## src/rtl/inst_fetch_queue.sv

```systemverilog
// Instruction fetch queue between the PC/ROM stage and decode: a DEPTH-entry FIFO of {pc, inst}.
// Optional macro IFQ_BYPASS_EN forwards a fetch straight to decode when the queue is empty.
module inst_fetch_queue #(
   parameter int unsigned DEPTH = 4,
   parameter int unsigned AW    = 32,
   parameter int unsigned DW    = 32
) (
   input  logic                       clk,
   input  logic                       rst,
   input  logic [AW-1:0]              pc_i,
   input  logic                       ce_i,
   input  logic [DW-1:0]              inst_i,
   output logic                       in_ready_o,
   input  logic                       flush_i,
   output logic                       id_valid_o,
   input  logic                       id_ready_i,
   output logic [AW-1:0]              id_pc_o,
   output logic [DW-1:0]              id_inst_o,
   output logic [$clog2(DEPTH):0]     count_o
);

   localparam int unsigned PW = $clog2(DEPTH);
   localparam int unsigned CW = PW + 1;

   logic [AW-1:0] mem_pc   [DEPTH];
   logic [DW-1:0] mem_inst [DEPTH];
   logic [PW-1:0] wptr;
   logic [PW-1:0] rptr;
   logic [CW-1:0] count;
   logic          q_valid;
   logic          push;
   logic          pop;
   logic          push_q;
   logic          pop_q;

   assign q_valid    = (count != '0);
   assign in_ready_o = (count < CW'(DEPTH));
   assign count_o    = count;

   always_comb begin
      id_valid_o = q_valid;
      id_pc_o    = '0;
      id_inst_o  = '0;
      if (q_valid) begin
         id_pc_o   = mem_pc[rptr];
         id_inst_o = mem_inst[rptr];
      end
`ifdef IFQ_BYPASS_EN
      if (!q_valid && ce_i && !flush_i) begin
         id_valid_o = 1'b1;
         id_pc_o    = pc_i;
         id_inst_o  = inst_i;
      end
`endif
   end

   always_comb begin
      push   = ce_i & in_ready_o & ~flush_i;
      pop    = id_valid_o & id_ready_i & ~flush_i;
      push_q = push;
      pop_q  = pop;
`ifdef IFQ_BYPASS_EN
      // A bypassed fetch consumed by decode this cycle never touches the storage.
      if (!q_valid) begin
         push_q = push & ~id_ready_i;
         pop_q  = 1'b0;
      end
`endif
   end

   always_ff @(posedge clk) begin
      if (rst || flush_i) begin
         count <= '0;
         wptr  <= '0;
         rptr  <= '0;
      end else begin
         count <= count + CW'(push_q) - CW'(pop_q);
         if (push_q) wptr <= wptr + PW'(1);
         if (pop_q)  rptr <= rptr + PW'(1);
      end
   end

   always_ff @(posedge clk) begin
      if (!rst && push_q) begin
         mem_pc[wptr]   <= pc_i;
         mem_inst[wptr] <= inst_i;
      end
   end

endmodule

```

## config.mk

```make
export PLATFORM = sky130hd
export DESIGN_NAME = inst_fetch_queue
export DESIGN_NICKNAME = d
export VERILOG_FILES = /design/src/rtl/inst_fetch_queue.sv
export SDC_FILE = /design/constraint.sdc
export NUM_CORES = 1
export LEC_CHECK = 0
export ABC_AREA = 1
export CAP_MARGIN = 20
export CORE_MARGIN = 2
export CORE_UTILIZATION = 25
export DETAILED_ROUTE_END_ITERATION = 16
export GPL_ROUTABILITY_DRIVEN = 1
export PLACE_DENSITY_LB_ADDON = 0.15
export RECOVER_POWER = 100
export SLEW_MARGIN = 5
export SYNTH_ARGS = -nofsm -noshare
export SYNTH_HDL_FRONTEND = slang
export SYNTH_SLANG_ARGS = --single-unit
```

## constraint.sdc

```tcl
create_clock -name clk -period 4.5 [get_ports clk]
set_clock_uncertainty 0.15 [all_clocks]
set_input_delay 0.9 -clock clk [delete_from_list [all_inputs] [get_ports clk]]
set_output_delay 0.9 -clock clk [all_outputs]
set_load 0.005 [all_outputs]
```

==> results of run 1 <==
-- stage by stage --
step | util (%) | total power [uW]
6_report | 32.4 | 5170
5_1_grt | 32.4 | 5360
4_1_cts | 32.6 | 5260
3_5_place_dp | 30.5 | 3060
3_3_place_gp | 30.4 | 3060
2_1_floorplan | - | 2870
-- per-layer routing --
metal	GRT usage (%)	wire, um
met3	3.11	1440
met1	17.1	13000
met5	0	57
met2	20.3	12600
met4	2.35	371
-- placed cells by master, fill, tap and decap left out, types with 4 or more instances in the layout --
cell,n
nor2_1,268
clkbuf_16,31
clkinv_2,7
clkdlybuf4s50_1,8
dfxtp_1,7
buf_4,4
ha_1,6
a21oi_1,67
o21ai_0,121
nand2_1,8
edfxtp_1,256
o21ai_1,10
clkbuf_1,17
dlygate4sd3_1,129
clkinv_1,5
inv_1,20
buf_12,7
-- flip-flops by register name, indices dropped and copies added, names as in the netlist, named ones only --
name / cells
count_o: 3
rptr: 2
wptr: 2
mem_inst: 128
mem_pc: 128
-- area by class of cell --
class	instances	area share (%)
multi-input combinational	487	16.3
sequential	265	59.4
inverter	23	0.661
timing repair buffer	156	11.9
clock buffer	43	6.19
clock inverter	12	0.425
antenna	3	0.0567
tap	532	5.02
-- worst min-delay path: stages (launching register included) --
cell,delay [ps]
dfxtp_1,320
nand2_1,70
a21oi_1,80
-- kinds of logic after synthesis --
group           Yosys count
compound gates          198
xor+xnor                  1
simple gates            281
buf+inv                  70
fa+ha+maj                 7
flops                   265
-- worst paths after layout --
path | start | endpoint
max | flush_i | mem_pc[1][29]
min | rptr[1] | flop
max reg2reg | count_o[2] | mem_pc[1][29]
min reg2reg | rptr[1] | flop
-- power breakdown --
part / switching [uW] / leakage (uW) / internal, uW / total (uW)
clock network: 931 / 0.000428 / 1260 / 2190
registers: 6.34 / 0.00239 / 2730 / 2740
logic: 134 / 0.00179 / 103 / 238
==> results_dict.tcl, run 1 <==
set metrics [dict create \
    synth-compound-area-share_pct 9.52 \
    min_period_ps 3970 \
    synth_top_family_by_area "simple AND/OR/NAND/NOR gates" \
    numCtsBuffers 30 \
    worst-path-buf-inv 3 \
    placed_cell_area_mm2 0.0125 \
    ctsResizeCount 0 \
    cp.depth 5 \
    place.gp.congestion 0.677 \
    required_ps 4510 \
    regArea_mm2 0.00787 \
    muxShareOfSynthArea_pct 0 \
    synth-xor-area-share_pct 0.0841 \
    reg2reg_depth 4 \
    grt_max_degree 129 \
    totalWireLength_mm 27.5 \
    dp_slack_ps 1030 \
    row_count 74 \
    area_delta_synth_final_pct 27.3 \
    synth_ff_type "edfxtp_1" \
    synthCells 822 \
    ant_nets 0 \
    ios 138 \
    power_density_mw_per_mm2 390 \
    gr-total-overflow 0 \
    violations "max-capacitance violations, max-slew violations" \
    yosys-top-cells-count "nor2_1, edfxtp_1, o21ai_0" \
    ys_seq_elements 265 \
    status "complete, but fails checks" \
    cts_num_sinks 265 \
    holdPathStages 2 \
    routed_via_density 4.34 \
    ys_top_cells_by_area "edfxtp_1, nor2_1, o21ai_0, a21oi_1, dfxtp_1" \
    critPathMaxFanout 24 \
    yosys_warnings 0 \
    avgSynthCellArea_um2 12.7 \
    tightest_slew_ps 2150 \
    fin_ws_ps 525 \
    yosysMostFrequentCell "nor2_1" \
    ir_drop_uv 217 \
    cap_violations 4 \
    worst_slew_margin_rel_pct -44.0 \
    postCtsSetupBuffers 0 \
    antenna_found_initial 7 \
    power.leakage_uw 0.00461 \
    drt_iter0_drc 308 \
    critPathTopFamily "simple AND/OR/NAND/NOR gates" \
    synth-simple-area-share_pct 10.2 \
    multi_input_area_mm2 0.00216 \
    setup_viol 0 \
    insertion_delay_ps 540 \
    synthDistinctLibCells 20 \
    clkTransAtPathRegs_ps 60 \
    ctsHtreeMaxLevel 1 \
    slowest_stage "nor2_1" \
    end_kind "flop" \
    hold_viol 0 \
    fp.dieArea_mm2 0.0433 \
    yosys.area_share.adder_pct 0.913 \
    cp.arrival_ps 3980 \
    rrSetupSlack_ps 1100 \
    rsz0062_at_grt "no" \
    initial_core_util_pct 25.4 \
    grt_pass1_wl_mm 42.0 \
    hp-class "reg2reg" \
    async_reset_ff_share_pct 0 \
    netlist_area_mm2 0.0104 \
    vias 6604 \
    drcViolationCount 0 \
    fin_area_mm2 0.0133 \
    min_period_over_period_pct 88.3 \
    cts.path.max_buffers 3 \
    io_buffers 137 \
    holdBufCountCts 0 \
    slew_violations 77 \
    cts_root_buf "clkbuf_16" \
    grt.total_usage_pct 12.5 \
    yosysTopAreaCell "edfxtp_1" \
    final_layout_size_suffix_gt1_share_pct 5.68 \
    core-area_mm2 0.0409 \
    first_pass_iters 7 \
    placed_cells 1463 \
    finalNetCount 1039 \
    seq_area_frac_synth_pct 75.6 \
    cts_tree "done" \
    fmaxAchievable_mhz 252 \
    fp.dieH_um 208 \
    fin_cells 1521 \
    fin_hold_ws_ps 363 \
    tns_ps 0 \
    die_w_um 208 \
    wl_per_cell_um 18.1 \
    worstPathCellList "dlygate4sd3_1 -> inv_1 -> nand4_1 -> nor2_1 -> clkbuf_2" \
    synth-edff-count 256 \
    hpwlAfterDp_mm 16.3 \
    grt_pass1_vias 6765 \
    critical_path_class "in2reg" \
    synth_nets 898 \
    nFillCells 4090 \
    critPathMaxStageDelay_ps 1410 \
    yosysTopAreaCellShare_pct 73.8 \
    start_kind "input pin" \
]
Note: power is estimated with default switching activity, not from simulation.
==> inputs of run 2 (changes only) <==
--- a/config.mk
+++ b/config.mk
@@ -6,9 +6,11 @@
 export NUM_CORES = 1
 export LEC_CHECK = 0
 export ABC_AREA = 1
+export ABC_CLOCK_PERIOD_IN_PS = 4500
 export CAP_MARGIN = 20
 export CORE_MARGIN = 2
 export CORE_UTILIZATION = 25
+export CTS_BUF_LIST = sky130_fd_sc_hd__clkbuf_16
 export DETAILED_ROUTE_END_ITERATION = 16
 export GPL_ROUTABILITY_DRIVEN = 1
 export PLACE_DENSITY_LB_ADDON = 0.15
==> results_dict.tcl, run 2 (synthesis results as in run 1) <==
set metrics [dict create \
    critPathMaxStageDelay_ps 1410 \
    fin_hold_ws_ps 371 \
    holdBufCountCts 0 \
    worst-path-buf-inv 3 \
    postCtsSetupBuffers 0 \
    cts_root_buf "clkbuf_16" \
    required_ps 4510 \
    slowest_stage "nor2_1" \
    final_layout_size_suffix_gt1_share_pct 5.68 \
    numCtsBuffers 30 \
    routed_via_density 4.34 \
    cp.arrival_ps 3980 \
    slew_violations 77 \
    worstPathCellList "dlygate4sd3_1 -> inv_1 -> nand4_1 -> nor2_1 -> clkbuf_2" \
    critPathTopFamily "simple AND/OR/NAND/NOR gates" \
    ctsHtreeMaxLevel 1 \
    drt_iter0_drc 309 \
    fp.dieArea_mm2 0.0433 \
    cap_violations 4 \
    core-area_mm2 0.0409 \
    row_count 74 \
    violations "max-capacitance violations, max-slew violations" \
    ir_drop_uv 217 \
    final_cell_mix "nor2_1, edfxtp_1, dlygate4sd3_1" \
    tns_ps 0 \
    grt_pass1_vias 6765 \
    cts_num_sinks 265 \
    drcViolationCount 0 \
    insertion_delay_ps 540 \
    antenna_found_initial 7 \
    clkTransAtPathRegs_ps 60 \
    critPathMaxFanout 24 \
    fin_cells 1521 \
    hpwlAfterDp_mm 16.3 \
    io_buffers 137 \
    layout_commonest_cell "nor2_1" \
    gr-total-overflow 0 \
    combinationalPowerShare_pct 4.6 \
    power_density_mw_per_mm2 388 \
    place.gp.congestion 0.677 \
    hp-class "reg2reg" \
    vias 6594 \
    fmaxAchievable_mhz 252 \
    finalNetCount 1039 \
    worst_slew_margin_rel_pct -44.2 \
    p_sw_uw 1070 \
    nFillCells 4090 \
    grt_pass1_wl_mm 42.0 \
    placed_cells 1463 \
    grt.total_usage_pct 12.5 \
    power.share.clock_pct 42.0 \
    die_w_um 208 \
    min_period_over_period_pct 88.3 \
    setup_viol 0 \
    p_seq_share_pct 53.3 \
    tightest_slew_ps 2160 \
    cts.path.max_buffers 3 \
    grt_max_degree 129 \
    internal_power_uw 4070 \
    area_delta_synth_final_pct 27.3 \
    rsz0062_at_grt "no" \
    final_util_pct 32.4 \
    totalWireLength_mm 27.5 \
    min_period_ps 3970 \
    cts_tree "done" \
    initial_core_util_pct 25.4 \
    rrSetupSlack_ps 1100 \
    power.leakage_uw 0.00466 \
    start_kind "input pin" \
    first_pass_iters 7 \
    ant_nets 0 \
    hold_viol 0 \
    ctsResizeCount 0 \
    netSwitchingFraction_pct 20.8 \
    wl_per_cell_um 18.1 \
    end_kind "flop" \
    status "complete, but fails checks" \
    critical_path_class "in2reg" \
    ios 138 \
    fp.dieH_um 208 \
]
-- run 2: changes by cell type in the layout (fill, tap and decap cells not counted) --
cell / previous run / this run
clkbuf_1: 17 / 5
inv_1: 20 / 32
-- run 2: metal layers --
layer | routed length [um] | vias to the layer above | share of wire (%) | track usage [%]
li1 | - | 3185 | - | -
met1 | 13100 | 3237 | 48 | 17.1
met2 | 12600 | 127 | 46 | 20.3
met3 | 1410 | 37 | 5.1 | 3.11
met4 | 371 | 8 | 1.3 | 2.35
met5 | 57 | - | 0.21 | 0
-- run 2: power groups by stage --
stage,clock (uW),combinational [uW],sequential (uW)
after floorplan,0,79.1,2790
after global placement,0,271,2790
after detailed placement,0,272,2790
after CTS,2230,273,2740
after global routing,2320,268,2740
final,2160,238,2740
-- run 2: final timing paths --
check / cells after the start / start / endpoint
max: 5 / flush_i / mem_pc[1][6]
min: 2 / rptr[1] / flop
max reg2reg: 4 / count_o[2] / mem_pc[1][6]
min reg2reg: 2 / rptr[1] / flop
-- run 2: area by class of cell --
class / count / area [um^2] / area share (%)
clock buffers: 31 / 776 / 5.85
well taps: 532 / 666 / 5.02
repair buffers: 156 / 1580 / 11.9
multi-input cells: 487 / 2160 / 16.3
inverters: 23 / 87.6 / 0.661
clock inverters: 24 / 101 / 0.765
diodes: 3 / 7.51 / 0.0567
flip-flops and latches: 265 / 7870 / 59.4
-- run 2: per-stage QoR --
step	worst slack (ps)	total power (uW)	instance area (um^2)
finish	526	5140	13300
global route	290	5330	13200
CTS	617	5240	13300
detailed placement	1030	3060	12500
global placement	1080	3060	12400
floorplan	42.2	2870	10400
-- run 2: worst min-delay path, stage by stage, from the launching register on --
cell     delay (ps)
dfxtp_1         320
nand2_1          70
a21oi_1          80
